**src/rtl/hdmi_tmds_encoder_n.sv**
```systemverilog
// hdmi_tmds_encoder_n: TMDS 8b/10b encoder for CHANNELS lanes with DVI running-disparity DC balance.
// Define HDMI_GUARD_BAND_EN to add a 10-deep look-ahead that inserts HDMI video preamble and guard band.
module hdmi_tmds_encoder_n #(
    parameter int unsigned CHANNELS = 3
) (
    input  logic                   clk,
    input  logic                   reset,
    input  logic                   active,
    input  logic                   h_sync,
    input  logic                   v_sync,
    input  logic [3:0]             ctl,
    input  logic [CHANNELS*8-1:0]  data_in,
    output logic [CHANNELS*10-1:0] tmds
);

    localparam logic [9:0] CTRL_00  = 10'b1101010100;
    localparam logic [9:0] CTRL_01  = 10'b0010101011;
    localparam logic [9:0] CTRL_10  = 10'b0101010100;
    localparam logic [9:0] CTRL_11  = 10'b1010101011;
    localparam logic [9:0] GUARD_02 = 10'b1011001100;
    localparam logic [9:0] GUARD_1  = 10'b0100110011;

    typedef enum logic [1:0] {
        SYM_CTRL,
        SYM_DATA,
        SYM_PREAMBLE,
        SYM_GUARD
    } sym_kind_t;

    function automatic logic [3:0] ones8(input logic [7:0] v);
        logic [3:0] n;
        n = '0;
        for (int unsigned i = 0; i < 8; i++) begin
            n = n + {3'b000, v[i]};
        end
        return n;
    endfunction

    function automatic logic [8:0] transition_min(input logic [7:0] d);
        logic [8:0] q;
        logic [3:0] n1;
        logic       use_xnor;
        n1       = ones8(d);
        use_xnor = (n1 > 4'd4) || (n1 == 4'd4 && !d[0]);
        q        = '0;
        q[0]     = d[0];
        for (int unsigned i = 1; i < 8; i++) begin
            q[i] = use_xnor ? ~(q[i-1] ^ d[i]) : (q[i-1] ^ d[i]);
        end
        q[8] = ~use_xnor;
        return q;
    endfunction

    function automatic logic [9:0] ctrl_token(input logic [1:0] c);
        logic [9:0] t;
        case (c)
            2'b00:   t = CTRL_00;
            2'b01:   t = CTRL_01;
            2'b10:   t = CTRL_10;
            default: t = CTRL_11;
        endcase
        return t;
    endfunction

    // Source tuple feeding stage 1: raw inputs (DVI) or the oldest delay-line entry (HDMI).
    logic                  src_active;
    logic                  src_h;
    logic                  src_v;
    logic [3:0]            src_ctl;
    logic [CHANNELS*8-1:0] src_data;
    sym_kind_t             src_kind;

`ifdef HDMI_GUARD_BAND_EN
    localparam int unsigned DEPTH = 10;

    logic [DEPTH-1:0]      dl_active;
    logic [DEPTH-1:0]      dl_h;
    logic [DEPTH-1:0]      dl_v;
    logic [3:0]            dl_ctl  [DEPTH];
    logic [CHANNELS*8-1:0] dl_data [DEPTH];
    logic                  near_active;
    logic                  far_active;

    always_ff @(posedge clk) begin
        if (reset) begin
            dl_active <= '0;
            dl_h      <= '0;
            dl_v      <= '0;
            for (int unsigned i = 0; i < DEPTH; i++) begin
                dl_ctl[i]  <= '0;
                dl_data[i] <= '0;
            end
        end else begin
            dl_active <= {dl_active[DEPTH-2:0], active};
            dl_h      <= {dl_h[DEPTH-2:0], h_sync};
            dl_v      <= {dl_v[DEPTH-2:0], v_sync};
            dl_ctl[0]  <= ctl;
            dl_data[0] <= data_in;
            for (int unsigned i = 1; i < DEPTH; i++) begin
                dl_ctl[i]  <= dl_ctl[i-1];
                dl_data[i] <= dl_data[i-1];
            end
        end
    end

    // Entry j sits 9-j cycles ahead of the oldest entry; the live input is 10 ahead.
    always_comb begin
        near_active = dl_active[DEPTH-2] | dl_active[DEPTH-3];
        far_active  = (|dl_active[DEPTH-4:0]) | active;
        src_active  = dl_active[DEPTH-1];
        src_h       = dl_h[DEPTH-1];
        src_v       = dl_v[DEPTH-1];
        src_ctl     = dl_ctl[DEPTH-1];
        src_data    = dl_data[DEPTH-1];
        if (src_active) begin
            src_kind = SYM_DATA;
        end else if (near_active) begin
            src_kind = SYM_GUARD;
        end else if (far_active) begin
            src_kind = SYM_PREAMBLE;
            src_ctl  = 4'b0001;
        end else begin
            src_kind = SYM_CTRL;
        end
    end
`else
    always_comb begin
        src_active = active;
        src_h      = h_sync;
        src_v      = v_sync;
        src_ctl    = ctl;
        src_data   = data_in;
        src_kind   = src_active ? SYM_DATA : SYM_CTRL;
    end
`endif

    sym_kind_t s1_kind;

    always_ff @(posedge clk) begin
        if (reset) begin
            s1_kind <= SYM_CTRL;
        end else begin
            s1_kind <= src_kind;
        end
    end

    for (genvar g = 0; g < CHANNELS; g++) begin : g_lane
        logic [7:0]        lane_data;
        logic [1:0]        lane_ctrl;
        logic [8:0]        s1_qm;
        logic [1:0]        s1_ctrl;
        logic signed [4:0] cnt;
        logic signed [4:0] cnt_next;
        logic signed [4:0] diff;
        logic [3:0]        n1q;
        logic [3:0]        n0q;
        logic              cnt_pos;
        logic [9:0]        sym_next;
        logic [9:0]        sym_q;

        assign lane_data = src_data[8*g +: 8];

        if (g == 0) begin : g_sync_ctrl
            assign lane_ctrl = {src_v, src_h};
        end else begin : g_ctl_ctrl
            assign lane_ctrl = src_ctl[2*(g-1) +: 2];
        end

        always_ff @(posedge clk) begin
            if (reset) begin
                s1_qm   <= '0;
                s1_ctrl <= '0;
            end else begin
                s1_qm   <= transition_min(lane_data);
                s1_ctrl <= lane_ctrl;
            end
        end

        // DVI balance: diff = N1 - N0 of q_m[7:0]; the +/-2 terms account for the bit-8 flag.
        always_comb begin
            n1q      = ones8(s1_qm[7:0]);
            n0q      = 4'd8 - n1q;
            diff     = $signed({1'b0, n1q}) - $signed({1'b0, n0q});
            cnt_pos  = !cnt[4] && (cnt != '0);
            sym_next = ctrl_token(s1_ctrl);
            cnt_next = '0;
            case (s1_kind)
                SYM_DATA: begin
                    if (cnt == '0 || n1q == n0q) begin
                        sym_next = {~s1_qm[8], s1_qm[8], s1_qm[8] ? s1_qm[7:0] : ~s1_qm[7:0]};
                        cnt_next = s1_qm[8] ? (cnt + diff) : (cnt - diff);
                    end else if ((cnt_pos && n1q > n0q) || (cnt[4] && n0q > n1q)) begin
                        sym_next = {1'b1, s1_qm[8], ~s1_qm[7:0]};
                        cnt_next = cnt + (s1_qm[8] ? 5'sd2 : 5'sd0) - diff;
                    end else begin
                        sym_next = {1'b0, s1_qm[8], s1_qm[7:0]};
                        cnt_next = cnt - (s1_qm[8] ? 5'sd0 : 5'sd2) + diff;
                    end
                end
                SYM_GUARD: begin
                    sym_next = (g == 1) ? GUARD_1 : GUARD_02;
                end
                default: begin
                end
            endcase
        end

        always_ff @(posedge clk) begin
            if (reset) begin
                cnt   <= '0;
                sym_q <= CTRL_00;
            end else begin
                cnt   <= cnt_next;
                sym_q <= sym_next;
            end
        end

        assign tmds[10*g +: 10] = sym_q;
    end

endmodule
```
**config.mk**
```make
export PLATFORM = sky130hd
export DESIGN_NAME = hdmi_tmds_encoder_n
export DESIGN_NICKNAME = d
export VERILOG_FILES = /design/src/rtl/hdmi_tmds_encoder_n.sv
export SDC_FILE = /design/constraint.sdc
export NUM_CORES = 1
export LEC_CHECK = 0
export BUFFER_PORTS_ARGS = -buffer_cell sky130_fd_sc_hd__buf_2
export CORE_ASPECT_RATIO = 1.75
export CORE_MARGIN = 2
export CORE_UTILIZATION = 60
export CTS_BUF_LIST = sky130_fd_sc_hd__clkbuf_4 sky130_fd_sc_hd__clkbuf_8
export DETAILED_ROUTE_END_ITERATION = 10
export GPL_TIMING_DRIVEN = 0
export PLACE_DENSITY = 0.88
export SLEW_MARGIN = 40
export SYNTH_ARGS = -nofsm -noshare
export SYNTH_HDL_FRONTEND = slang
export SYNTH_SLANG_ARGS = --single-unit
```
**constraint.sdc**
```tcl
create_clock -name clk -period 10.9 [get_ports clk]
set_input_delay 0.545 -clock clk [delete_from_list [all_inputs] [get_ports clk]]
set_output_delay 0.545 -clock clk [all_outputs]
set_load 0.02 [all_outputs]
```
==> flow_summary_export.csv <==
group,metric,value,unit
global_routing,antenna_found_initial,0,
final_layout,layoutNonFillerInstCount,899,
synthesis,ys_ff_latch,79,
timing,finalSetupViolCount,0,
place,pre_cts_ws,5.12,ns
cts,cts_root_buf,"clkbuf_8",
final_layout,syn_to_final_growth,11.2,%
place,placedCellCount,883,
synthesis,synth_cell_types,53,
min_path,holdPathStages,2,
global_routing,first_global_vias,5191,
place,hpwl,10900,microns
floorplan,row_count,49,
global_routing,grt.busiest_layer,"met2",
floorplan,dieArea,11200,sq um
global_routing,met2_usage,0.476,
setup_path,r2r_cells,20,
synthesis,synth_area,6180,sq um
global_routing,grt.total_usage,0.259,
global_routing,grt_pass1_wl,22800,microns
min_path,hold_path.class,"primary input to register",
synthesis,post-synth-top-area-cell,"dfxtp_1",
timing,clock_skew,0.00865,ns
cts,cts_tree,"built",
cts,clk_pin_slew,0.08,ns
synthesis,yosysTopAreaCellShare,0.256,
place,port-buffer-count,61,
timing,maxSlewHeadroom,0.571,
drt,antenna_left,0,
setup_path,path_class,"register to register",
drt,vias,4933,
timing,worst_pin_slew,0.637,ns
setup_path,cp.arrival,6.17,ns
drt,firstDrtPassIters,5,
final_layout,drive_above_1_share,0.124,
drt,wl_per_cell,15.0,microns
global_routing,grt_overflow,0,
timing,period_needed,5.88,ns
synthesis,synthesis.nets,839,
global_routing,grt_util_met1,0.270,
synthesis,synth.avg_cell_area,8.89,sq um
synthesis,yosys_warnings,0,
cts,cts_setup_buffers,0,
setup_path,crit_fanout,7,
synthesis,synth_edf_count,0,
setup_path,end_kind,"register",
global_routing,grtUsageMet3,0.0366,
outcome,status,"finished, final reports clean",
cts,clkLatencyLatePin,0.35,ns
setup_path,start_kind,"register",
floorplan,fp.dieW,80.7,microns
synthesis,synthCells,695,
cts,cts_buffers,9,
timing,finalCritPeriodShare,0.539,
final_layout,nFillCells,832,
cts,clock_path_buffers,2,
final_layout,antenna_cells,0,
timing,setup_tns,0,ns
floorplan,boundaryPins,63,
drt,drt_iter0_markers,262,
drt,routed_via_density,5.49,
timing,drv_slew,0,
flow_run,max_cap_violations,0,
cts,cts_hold_buf,0,
global_routing,grt_max_degree,14,
floorplan,chipHeight,138,microns
drt,routed_wl,13500,microns
timing,layout_setup_ws,5.02,ns
timing,hold_violations,0,
floorplan,core,10200,sq um
drt,drc,0,
place,gp_congestion,0.920,
cts,cts_resized,0,
cts,cts-htree-levels,3,
timing,grt_setup_unrepaired,"no",
synthesis,synthArstFlopShare,0,
final_layout,nets,911,
timing,fmax,170,MHz
synthesis,synth_flop_cell,"dfxtp_1",
setup_path,crit_required,11.19,ns
synthesis,yosys-top-cells-area,"dfxtp_1 26%, ha_1 15%, fa_1 13%, xnor2_1 9.5%, inv_1 6.9%",
floorplan,start_util,0.607,
synthesis,seq_area_frac_synth,0.256,
cts,clock-sinks,79,
[routing by layer]
layer | vias up | share of wire
met2 | 139 | 0.55
met5 | - | 0
met1 | 2349 | 0.37
met3 | 54 | 0.030
li1 | 2391 | -
met4 | 0 | 0.049
[state kept, by name, summed over array words and instances, names as in the netlist, named ones only]
register	count
g_lane.s1_qm	27
s1_kind	1
g_lane.s1_ctrl	6
g_lane.sym_q	30
g_lane.cnt	12
[path summary, 6_finish.rpt]
kind                      start                   end  slack, ns
min                      ctl[1]  g_lane[1].s1_ctrl[1]       0.40
min reg2reg            register              register       0.46
max          g_lane[2].s1_qm[0]      g_lane[2].cnt[4]       5.02
max reg2reg  g_lane[2].s1_qm[0]      g_lane[2].cnt[4]       5.02
[cells in the final DEF (no fill, tap or decap), drive strengths merged, types with 3 or more instances in the layout]
cell | Yosys | layout
clkbuf | 12 | 23
o22ai | 10 | 10
ha | 72 | 72
a21oi | 44 | 44
or4 | 7 | 7
xor2 | 23 | 23
fa | 39 | 39
dfxtp | 79 | 79
inv | 114 | 114
or3 | 5 | 5
o21ai | 27 | 27
nor2b | 19 | 19
nand2 | 17 | 17
and2 | 3 | 3
a21o | 9 | 9
nor3 | 10 | 10
mux2 | 3 | 3
or2 | 10 | 10
buf | 7 | 68
xnor2 | 67 | 67
a211oi | 7 | 7
mux2i | 8 | 8
nor2 | 63 | 63
nand3 | 6 | 6
[kinds of logic (layout without fill, tap and decap cells)]
group	Yosys count	in the layout	share of synthesized area
simple gates	153	153	0.126
buf+inv	133	210	0.0814
compound gates	118	118	0.117
fa+ha+maj	111	111	0.272
xor+xnor	90	90	0.129
flops	79	79	0.256
mux	11	11	0.0184
[stage by stage]
step	instance area (sq um)	hold WS [ns]	util
after floorplan	6180	0.421	-
after global placement	6640	0.442	0.653
after detailed placement	6640	0.442	0.653
after CTS	6870	0.392	0.675
after global routing	6870	0.394	0.675
final	6870	0.397	0.675
[worst max-delay path: stages (launching register included)]
cell and delay (ns):
dfxtp_1 0.34, inv_1 0.06, fa_1 0.56, fa_1 0.43, fa_1 0.49, inv_1 0.04, ha_1 0.20, fa_1 0.52
nor2_1 0.30, inv_1 0.13, ha_1 0.42, a21oi_1 0.10, o22ai_1 0.46, xnor2_1 0.18, ha_1 0.35, o21ai_0 0.17
a21oi_1 0.19, o21ai_0 0.11, o211a_1 0.16, or4_1 0.51, nand4_1 0.09
[Yosys cell counts (all sizes together), types with 9 or more instances]
master    n
o22ai    10
dfxtp    79
nor2b    19
nor2     63
o21ai    27
xor2     23
or2      10
a21oi    44
a21o      9
clkbuf   12
fa       39
ha       72
xnor2    67
inv     114
nor3     10
nand2    17
[cell type report]
cell class              count  area, sq um  area share
well taps                 127          159      0.0231
clock buffers              11          145      0.0211
repair buffers             61          305      0.0444
plain buffers              19         75.1      0.0109
clock inverters             5         81.3      0.0118
inverters                 114          428      0.0623
flip-flops and latches     79         1580       0.230
multi-input cells         483         4100       0.596
Power is left out: the tool's default activity adds up to more than one toggle a clock period on the data nets, which glitch-free logic cannot reach.
